===== src/rtl/pre_trigger_receiver.sv =====
`default_nettype none
//------------------------------------------------------------------------------
// Module      : pre_trigger_receiver
// Description : Decodes fixed-width pre-trigger pulses into one-cycle strobes,
//               counts them against an expected total, measures leading-edge
//               spacing and flags malformed pulses.
// Revision    : 1.0 - initial release
//------------------------------------------------------------------------------
module pre_trigger_receiver #(
  parameter int PULSE_WIDTH = 3,
  parameter int MIN_LOW     = 2
) (
  input  logic        clk,
  input  logic        rst,
  input  logic        ena,
  input  logic        trig_in,
  input  logic [15:0] ntrig,
  input  logic [7:0]  period,
  output logic        trig_valid,
  output logic [15:0] trig_count,
  output logic [7:0]  gap_meas,
  output logic        done,
  output logic        err_width,
  output logic        err_gap,
  output logic        err_extra
);

  localparam int c_HI_W = $clog2(PULSE_WIDTH + 2);
  localparam int c_LO_W = $clog2(MIN_LOW + 2);
  localparam logic [c_HI_W-1:0] c_PW = c_HI_W'(PULSE_WIDTH);
  localparam logic [c_LO_W-1:0] c_ML = c_LO_W'(MIN_LOW);

  typedef enum logic [1:0] {
    S_ARM  = 2'd0,
    S_IDLE = 2'd1,
    S_HIGH = 2'd2
  } state_t;

  state_t              r_state, w_state_nxt;
  logic                r_trig_q;
  logic [c_LO_W-1:0]   r_lo_cnt, w_lo_nxt;
  logic [c_HI_W-1:0]   r_hi_cnt, w_hi_nxt;
  logic                r_first, w_first_nxt;
  logic                w_lead, w_accept, w_err_w;
  logic [15:0]         r_count, w_count_nxt;
  logic [7:0]          r_per_cnt, r_gap_meas;
  logic                r_seen_edge;
  logic                r_done, r_trig_valid, r_err_width, r_err_gap, r_err_extra;

  // Input register; deliberately not reset so ARM sees the real line level
  // straight after reset release (a pulse in progress must go low first).
  always_ff @(posedge clk) begin
    r_trig_q <= trig_in;
  end

  // FSM state and pulse-shape counters.
  always_ff @(posedge clk) begin
    if (rst) begin
      r_state  <= S_ARM;
      r_lo_cnt <= '0;
      r_hi_cnt <= '0;
      r_first  <= 1'b1;
    end else begin
      r_state  <= w_state_nxt;
      r_lo_cnt <= w_lo_nxt;
      r_hi_cnt <= w_hi_nxt;
      r_first  <= w_first_nxt;
    end
  end

  // Next-state decode, leading-edge marking and pulse classification.
  always_comb begin
    w_state_nxt = r_state;
    w_lo_nxt    = r_lo_cnt;
    w_hi_nxt    = r_hi_cnt;
    w_first_nxt = r_first;
    w_lead      = 1'b0;
    w_accept    = 1'b0;
    w_err_w     = 1'b0;
    if (!ena) begin
      w_state_nxt = S_ARM;
      w_lo_nxt    = '0;
      w_hi_nxt    = '0;
      w_first_nxt = 1'b1;
    end else begin
      case (r_state)
        S_ARM: begin
          w_first_nxt = 1'b1;
          if (!r_trig_q) begin
            w_state_nxt = S_IDLE;
            w_lo_nxt    = c_LO_W'(1);
          end
        end
        S_IDLE: begin
          if (r_trig_q) begin
            if ((r_lo_cnt >= c_ML) || r_first) begin
              w_state_nxt = S_HIGH;
              w_hi_nxt    = c_HI_W'(1);
              w_first_nxt = 1'b0;
              w_lead      = 1'b1;
            end else begin
              w_err_w     = 1'b1;
              w_state_nxt = S_ARM;
            end
          end else if (r_lo_cnt < c_ML) begin
            w_lo_nxt = r_lo_cnt + c_LO_W'(1);
          end
        end
        S_HIGH: begin
          if (r_trig_q) begin
            if (r_hi_cnt >= c_PW) begin
              // Overlong: flag on the sample that would exceed the width.
              w_err_w     = 1'b1;
              w_state_nxt = S_ARM;
            end else begin
              w_hi_nxt = r_hi_cnt + c_HI_W'(1);
            end
          end else begin
            w_state_nxt = S_IDLE;
            w_lo_nxt    = c_LO_W'(1);
            if (r_hi_cnt == c_PW) w_accept = 1'b1;
            else                  w_err_w  = 1'b1;
          end
        end
        default: w_state_nxt = S_ARM;
      endcase
    end
  end

  assign w_count_nxt = (w_accept && !r_done) ? r_count + 16'd1 : r_count;

  // Accept bookkeeping, spacing measurement and registered strobes.
  always_ff @(posedge clk) begin
    if (rst) begin
      r_count      <= '0;
      r_done       <= 1'b0;
      r_trig_valid <= 1'b0;
      r_err_width  <= 1'b0;
      r_err_extra  <= 1'b0;
      r_err_gap    <= 1'b0;
      r_per_cnt    <= '0;
      r_gap_meas   <= '0;
      r_seen_edge  <= 1'b0;
    end else begin
      r_trig_valid <= w_accept && !r_done;
      r_err_extra  <= w_accept && r_done;
      r_err_width  <= w_err_w;
      r_err_gap    <= 1'b0;
      r_count      <= w_count_nxt;
      r_done       <= r_done || (w_count_nxt == ntrig);
      if (!ena) begin
        r_per_cnt   <= '0;
        r_seen_edge <= 1'b0;
      end else if (w_lead) begin
        r_per_cnt   <= 8'd1;
        r_seen_edge <= 1'b1;
        if (r_seen_edge) begin
          r_gap_meas <= r_per_cnt;
          r_err_gap  <= (period != 8'd0) && (r_per_cnt != period);
        end
      end else if (r_per_cnt != 8'hFF) begin
        r_per_cnt <= r_per_cnt + 8'd1;
      end
    end
  end

  assign trig_valid = r_trig_valid;
  assign trig_count = r_count;
  assign gap_meas   = r_gap_meas;
  assign done       = r_done;
  assign err_width  = r_err_width;
  assign err_gap    = r_err_gap;
  assign err_extra  = r_err_extra;

endmodule
`default_nettype wire

===== config.mk =====
export PLATFORM = sky130hd
export DESIGN_NAME = pre_trigger_receiver
export DESIGN_NICKNAME = d
export VERILOG_FILES = /design/src/rtl/pre_trigger_receiver.sv
export SDC_FILE = /design/constraint.sdc
export NUM_CORES = 1
export LEC_CHECK = 0
export CAP_MARGIN = 40
export CORE_ASPECT_RATIO = 2
export CORE_MARGIN = 2
export CORE_UTILIZATION = 30
export CTS_BUF_LIST = sky130_fd_sc_hd__clkbuf_2
export DETAILED_ROUTE_END_ITERATION = 12
export PLACE_DENSITY = 0.63
export SYNTH_ARGS = -nofsm -noshare
export SYNTH_HDL_FRONTEND = slang
export SYNTH_SLANG_ARGS = --single-unit

===== constraint.sdc =====
create_clock -name clk -period 2.9 [get_ports clk]
set_clock_uncertainty 0.2 [all_clocks]
set_input_delay 0.435 -clock clk [delete_from_list [all_inputs] [get_ports clk]]
set_output_delay 0.435 -clock clk [all_outputs]
set_load 0.02 [all_outputs]

==> impl_metrics.ini, run 1 <==
[outcome]
status = finished clean

[power]
power_switching_mw = 0.262
cellLeakagePower_nw = 1.29
combPwrFrac_pct = 10.1
finalPower_mw = 1.12
sw_frac_of_total_pct = 23.3
power.share.clock_pct = 31.2
p_int_mw = 0.860
irDropWorstVdd_v = 0.000192
seqPwrFrac_pct = 58.7
power.density_nw_per_um2 = 336

[clock_tree]
ctsRootBufferMaster = clkbuf_2
clk_pin_slew_ns = 0.23
post_cts_buffers = 0
tritoncts = done
clock_latency_ns = 0.42
cts_resized = 0
cts_buffers = 5
cts_sinks = 47
clockBufferDepth = 2
hold_buffers = 0
htreeDepth = 2

[grt]
antenna_found_initial = 1
grt_pass1_vias = 2349
grt_max_degree = 29
grtUsageTotal_pct = 14.8
grt_pass1_wl_mm = 11.1
gr-total-overflow = 0

[min_path]
min_from = trig_in
min_path_type = input pin to register

[worst_setup_path]
startpoint_type = register
end_kind = register
regToRegStartpoint = r_hi_cnt[0]$_SDFFE_PP0P_
path_class = register to register
required_ns = 3.04
arrival_ns = 2.82
critPathMaxFanout = 6
startpoint = r_hi_cnt[0]$_SDFFE_PP0P_

[synthesis]
synth_warnings = 0
synth_xor_area_share_pct = 15.1
synth-simple-area-share_pct = 26.5
muxShareOfSynthArea_pct = 4.33
ys_seq_elements = 47
synth.avg_cell_area_sq_um = 8.89
synth_seq_area_share_pct = 37.0
synth_fa_ha_area_share_pct = 4.43
synth_edf_count = 0
syn-num-nets = 323
ys_async_sr_fraction_pct = 0
syn_inst = 286
netlist_area_sq_um = 2540
ys.flop_type = dfxtp_1
yosysUniqueCellTypes = 46
synth_compound_area_share_pct = 8.66
synth_top_family_by_area = simple AND/OR/NAND/NOR gates

[routing]
routedWlPerCell_microns = 14.3
drt_iter0_drc = 138
avgViaCountPerCell = 5.04
firstDrtPassIters = 4
postRouteAntennaNets = 0
num_vias = 2283
route.detailed.drc = 0
totalWireLength_mm = 6.48

[run]
cap_violations = 0

[place]
place_congestion = 0.871
placedCellCount = 445
portBuffers = 56
placed_cell_area_sq_um = 3270
dp.final_hpwl_mm = 5.10

[sta]
rsz0062_at_grt = false
hold_violations = 0
drv_slew = 0
final-setup-viol-count = 0
setup_tns_ns = 0
worst_slew_pin_slew_ns = 0.488
layout_min_cycle_time_ns = 2.68
relSlewSlack_pct = 67.2
period_share_pct = 92.4
max_freq_mhz = 373

[die]
dieWidth_microns = 69.1
die_y_microns = 134
std_cell_rows = 47
ios = 57
die-area_sq_um = 9280
start_util_pct = 30.9
core_area_sq_um = 8230

[layout]
fin_cells = 453
finalNetCount = 391
fin_util_pct = 40.6
layout_commonest_cell = clkdlybuf4s50_1
layout-drive-gt1-share_pct = 9.60
fin_area_sq_um = 3340
final_cell_mix = clkdlybuf4s50_1 (56), nor2_1 (45), dfxtp_1 (45), xnor2_1 (28), nand2_1 (16)
fillCellCount = 864
syn2layout_area_growth_pct = 31.3
-- state kept, by name, summed over array words and instances, names as in the netlist --
register / cells
r_state: 2
r_seen_edge: 1
r_lo_cnt: 2
trig_count: 16
err_extra: 1
r_per_cnt: 8
r_trig_q: 1
r_hi_cnt: 3
err_width: 1
gap_meas: 8
done: 1
r_first: 1
trig_valid: 1
err_gap: 1
-- cells in the mapped netlist (2+ instances only) --
library cell / count / area (sq um)
nor2_1: 45 / 169
and3_1: 9 / 56.3
inv_1: 11 / 41.3
nand4_1: 8 / 50.1
nand2b_1: 5 / 31.3
buf_6: 2 / 22.5
mux2i_1: 11 / 110
buf_4: 3 / 22.5
nor4_2: 2 / 25.0
nor3_1: 10 / 50.1
o21a_1: 3 / 22.5
dfxtp_1: 47 / 941
ha_1: 9 / 113
clkbuf_1: 4 / 15.0
nand3_1: 10 / 50.1
and4_1: 2 / 17.5
a21oi_1: 10 / 50.1
nand3b_1: 2 / 15.0
o21ai_0: 5 / 25.0
xnor2_1: 28 / 245
nor4_1: 5 / 31.3
a211oi_1: 2 / 15.0
nand2_1: 16 / 60.1
o22ai_1: 2 / 12.5
xor2_1: 14 / 123
-- worst max-delay path, cell delays in order, from the launching register on --
cell and delay, ns:
dfxtp_2 0.41, ha_1 0.16, ha_2 0.23, nand4b_4 0.18, nor4_2 0.27, buf_4 0.17, and3_1 0.17, xnor2_1 0.17
xnor2_1 0.09, or3_1 0.36, o31ai_2 0.17
-- path summary, 6_finish.rpt --
kind / slack [ns] / endpoint / cells past startpoint
setup / recovery: 0.22 / done$_SDFF_PP0_ / 10
hold / removal: 0.21 / r_trig_q$_DFF_P_ / 1
setup reg to reg: 0.22 / done$_SDFF_PP0_ / 10
hold reg to reg: 0.31 / r_hi_cnt[1]$_SDFFE_PP0P_ / 2
-- metal layers --
| metal | vias up | wire length (microns) | GRT usage [%] |
|---|---|---|---|
| met4 | 0 | 286 | 8.50 |
| li1 | 1128 | - | - |
| met3 | 18 | 182 | 2.70 |
| met5 | - | 0 | 0 |
| met2 | 47 | 3670 | 29.0 |
| met1 | 1090 | 2340 | 13.8 |
-- cell type report --
cell class	count	area (sq um)	share of cell area, %
flip-flops and latches	47	943	28.3
inverters	11	41.3	1.24
clock inverters	1	30.0	0.899
clock buffers	6	30.0	0.899
well taps	98	123	3.67
diodes	1	2.50	0.0749
multi-input cells	219	1500	45.0
repair buffers	70	666	19.9
-- metrics by stage --
stage,hold slack [ns],setup slack [ns]
detailed placement,0.269,0.0319
finish,0.213,0.219
global route,0.180,0.0155
global placement,0.251,0.0965
floorplan,0.240,0.431
CTS,0.177,0.0919
-- power by group through the flow --
stage               registers (mW)  logic, mW  clock network [mW]
finish                       0.659      0.113               0.350
global route                 0.660      0.124               0.394
CTS                          0.659      0.114               0.367
detailed placement           0.671      0.113                   0
global placement             0.670      0.112                   0
floorplan                    0.669     0.0540                   0
-- kinds of logic (layout without fill, tap and decap cells) --
logic type,Yosys count,after routing
AND/OR/NAND/NOR,124,124
flip-flops,47,47
XOR/XNOR,43,43
AO/OA/AOI/OAI,32,32
buffers and inverters,20,88
multiplexers,11,11
adder cells (fa/ha/maj),9,9
other,0,1
No activity file was read; power rests on OpenSTA's default activity.
==> inputs of run 2 (changes only) <==
--- a/config.mk
+++ b/config.mk
@@ -8,10 +8,11 @@
 export CAP_MARGIN = 40
 export CORE_ASPECT_RATIO = 2
 export CORE_MARGIN = 2
-export CORE_UTILIZATION = 30
+export CORE_UTILIZATION = 50
 export CTS_BUF_LIST = sky130_fd_sc_hd__clkbuf_2
 export DETAILED_ROUTE_END_ITERATION = 12
-export PLACE_DENSITY = 0.63
+export PLACE_DENSITY = 0.9
+export SETUP_SLACK_MARGIN = 0.4
 export SYNTH_ARGS = -nofsm -noshare
 export SYNTH_HDL_FRONTEND = slang
 export SYNTH_SLANG_ARGS = --single-unit
==> run 2 against run 1 <==
Effect of this change:
- routed wire length rose by 5.9%
- clock power fell by 14%
- sequential power barely moved
- design area rose by 2.1%
- critical path depth did not move
- final cell count fell by 8.2%
- total power fell by 4.0%
- utilization rose by 30 points
- register-to-register slack improved by 0.15 ns
- clock-buffer cell count fell by 1
- largest power group unchanged
- highest routed layer unchanged
==> impl_metrics.ini, run 2 (synthesis gave the netlist of run 1 again) <==
[outcome]
status = finished clean

[clock_tree]
hold_buffers = 0
cts_buffers = 5
htreeDepth = 2
clk_pin_slew_ns = 0.25
cts_sinks = 47
clock_latency_ns = 0.44
tritoncts = done
clockBufferDepth = 2
ctsRootBufferMaster = clkbuf_2

[routing]
routedWlPerCell_microns = 16.5
avgViaCountPerCell = 5.76
drt_iter0_drc = 63
route.detailed.drc = 0
num_vias = 2398
firstDrtPassIters = 4
postRouteAntennaNets = 0
totalWireLength_mm = 6.86
top_layer = met4
met3RoutedLength_microns = 331
met1_length_mm = 2.39
route.met2.wl_mm = 3.85

[power]
power.density_nw_per_um2 = 316
cellLeakagePower_nw = 1.33
finalPower_mw = 1.08
irDropWorstVdd_v = 0.000389

[grt]
gr-total-overflow = 0
grt_max_degree = 23
grt_pass1_wl_mm = 10.5
grt_pass1_vias = 2358
antenna_found_initial = 0
grtUsageTotal_pct = 24.3

[die]
std_cell_rows = 36
ios = 57
start_util_pct = 52.3
core_area_sq_um = 4860
die-area_sq_um = 5710
dieWidth_microns = 54.4
die_y_microns = 105

[sta]
drv_slew = 0
relSlewSlack_pct = 61.7
final-setup-viol-count = 0
hold_violations = 0
period_share_pct = 87.3
setup_tns_ns = 0
layout_min_cycle_time_ns = 2.53
worst_slew_pin_slew_ns = 0.574
rsz0062_at_grt = true
max_freq_mhz = 395

[layout]
largest_reg_flops = 16
syn2layout_area_growth_pct = 34.0
finalNetCount = 395
fin_util_pct = 70.1
final_cell_mix = clkdlybuf4s50_1 (56), nor2_1 (44), dfxtp_1 (40), xnor2_1 (27), buf_4 (17)
layout_commonest_cell = clkdlybuf4s50_1
layout-drive-gt1-share_pct = 15.0
antenna_cells = 0

[worst_setup_path]
arrival_ns = 2.70
path_delay_family = simple AND/OR/NAND/NOR gates
path_class = register to register
critPathMaxFanout = 10
cp_slowest_cell = dfxtp_2
critPathMaxStageDelay_ns = 0.38
startpoint_type = register
critPathBufInv = 1
path_cells = ha_2 > ha_4 > nand4b_4 > buf_12 > nor4_4 > xnor2_1 > nor2_1 > a2111oi_2 > nand4_1 > o31ai_2
required_ns = 3.07
end_kind = register

[min_path]
min_path_type = input pin to register

[place]
dp.final_hpwl_mm = 4.95
place_congestion = 0.904
portBuffers = 56

[run]
cap_violations = 0
## run 2: cell types whose count changed in the layout (fill, tap and decap cells not counted), moves of 2 or more
cell     previous run  this run
nor4_4              1         4
nor4_1              5         2
ha_2                1         3
buf_4              14        17
dfxtp_2             2         6
dfxtp_1            45        40
ha_1                8         5
## run 2: final timing paths
path	from	end	cells past startpoint	slack, ns
max reg2reg	r_hi_cnt[0]$_SDFFE_PP0P_	done$_SDFF_PP0_	10	0.37
min reg2reg	r_seen_edge$_SDFFE_PP0P_	r_seen_edge$_SDFFE_PP0P_	2	0.30
min	trig_in	r_trig_q$_DFF_P_	1	0.22
max	r_hi_cnt[0]$_SDFFE_PP0P_	done$_SDFF_PP0_	10	0.37
## run 2: report_power, final
group / switching [mW] / total (mW) / internal (mW)
clock network: 0.233 / 0.302 / 0.0688
registers: 0.00615 / 0.658 / 0.652
logic: 0.0522 / 0.116 / 0.0638
total: 0.292 / 1.08 / 0.785
## run 2: timing repair
action                     in CTS  in global routing
hold endpoints to repair        0                  0
pin swaps                       3                  3
gates resized for setup        16                 11
buffers inserted                5                  2
setup endpoints to repair       1                  2
## run 2: metrics by stage
stage                     instance area (sq um)  setup WS (ns)  hold slack (ns)  cells
after floorplan                            2540          0.431            0.240    286
after global placement                     3200         0.0786            0.252    401
after detailed placement                   3200         0.0314            0.261    401
after CTS                                  3360          0.399            0.204    414
after global routing                       3410          0.185            0.186    416
final                                      3410          0.368            0.217    416
## run 2: final cells by class
class	instances	area, sq um
Multi-Input combinational cell	219	1580
Fill cell	343	1460
Sequential cell	47	952
Timing Repair Buffer	74	708
Tap cell	57	71.3
Inverter	11	41.3
Clock inverter	3	27.5
Clock buffer	5	25.0
## run 2: routing by layer
metal	up-vias	global-route usage, %
met5	-	0
met4	0	14.5
met3	30	5.29
met2	92	44.2
met1	1134	22.5
li1	1142	-
==> inputs of run 3 (changes only) <==
--- a/config.mk
+++ b/config.mk
@@ -10,6 +10,7 @@
 export CORE_MARGIN = 2
 export CORE_UTILIZATION = 50
 export CTS_BUF_LIST = sky130_fd_sc_hd__clkbuf_2
+export CTS_CLUSTER_DIAMETER = 40
 export DETAILED_ROUTE_END_ITERATION = 12
 export PLACE_DENSITY = 0.9
 export SETUP_SLACK_MARGIN = 0.4
==> results of run 3 <==
Same layout as run 2: the final DEF is identical, and so are final timing and power.
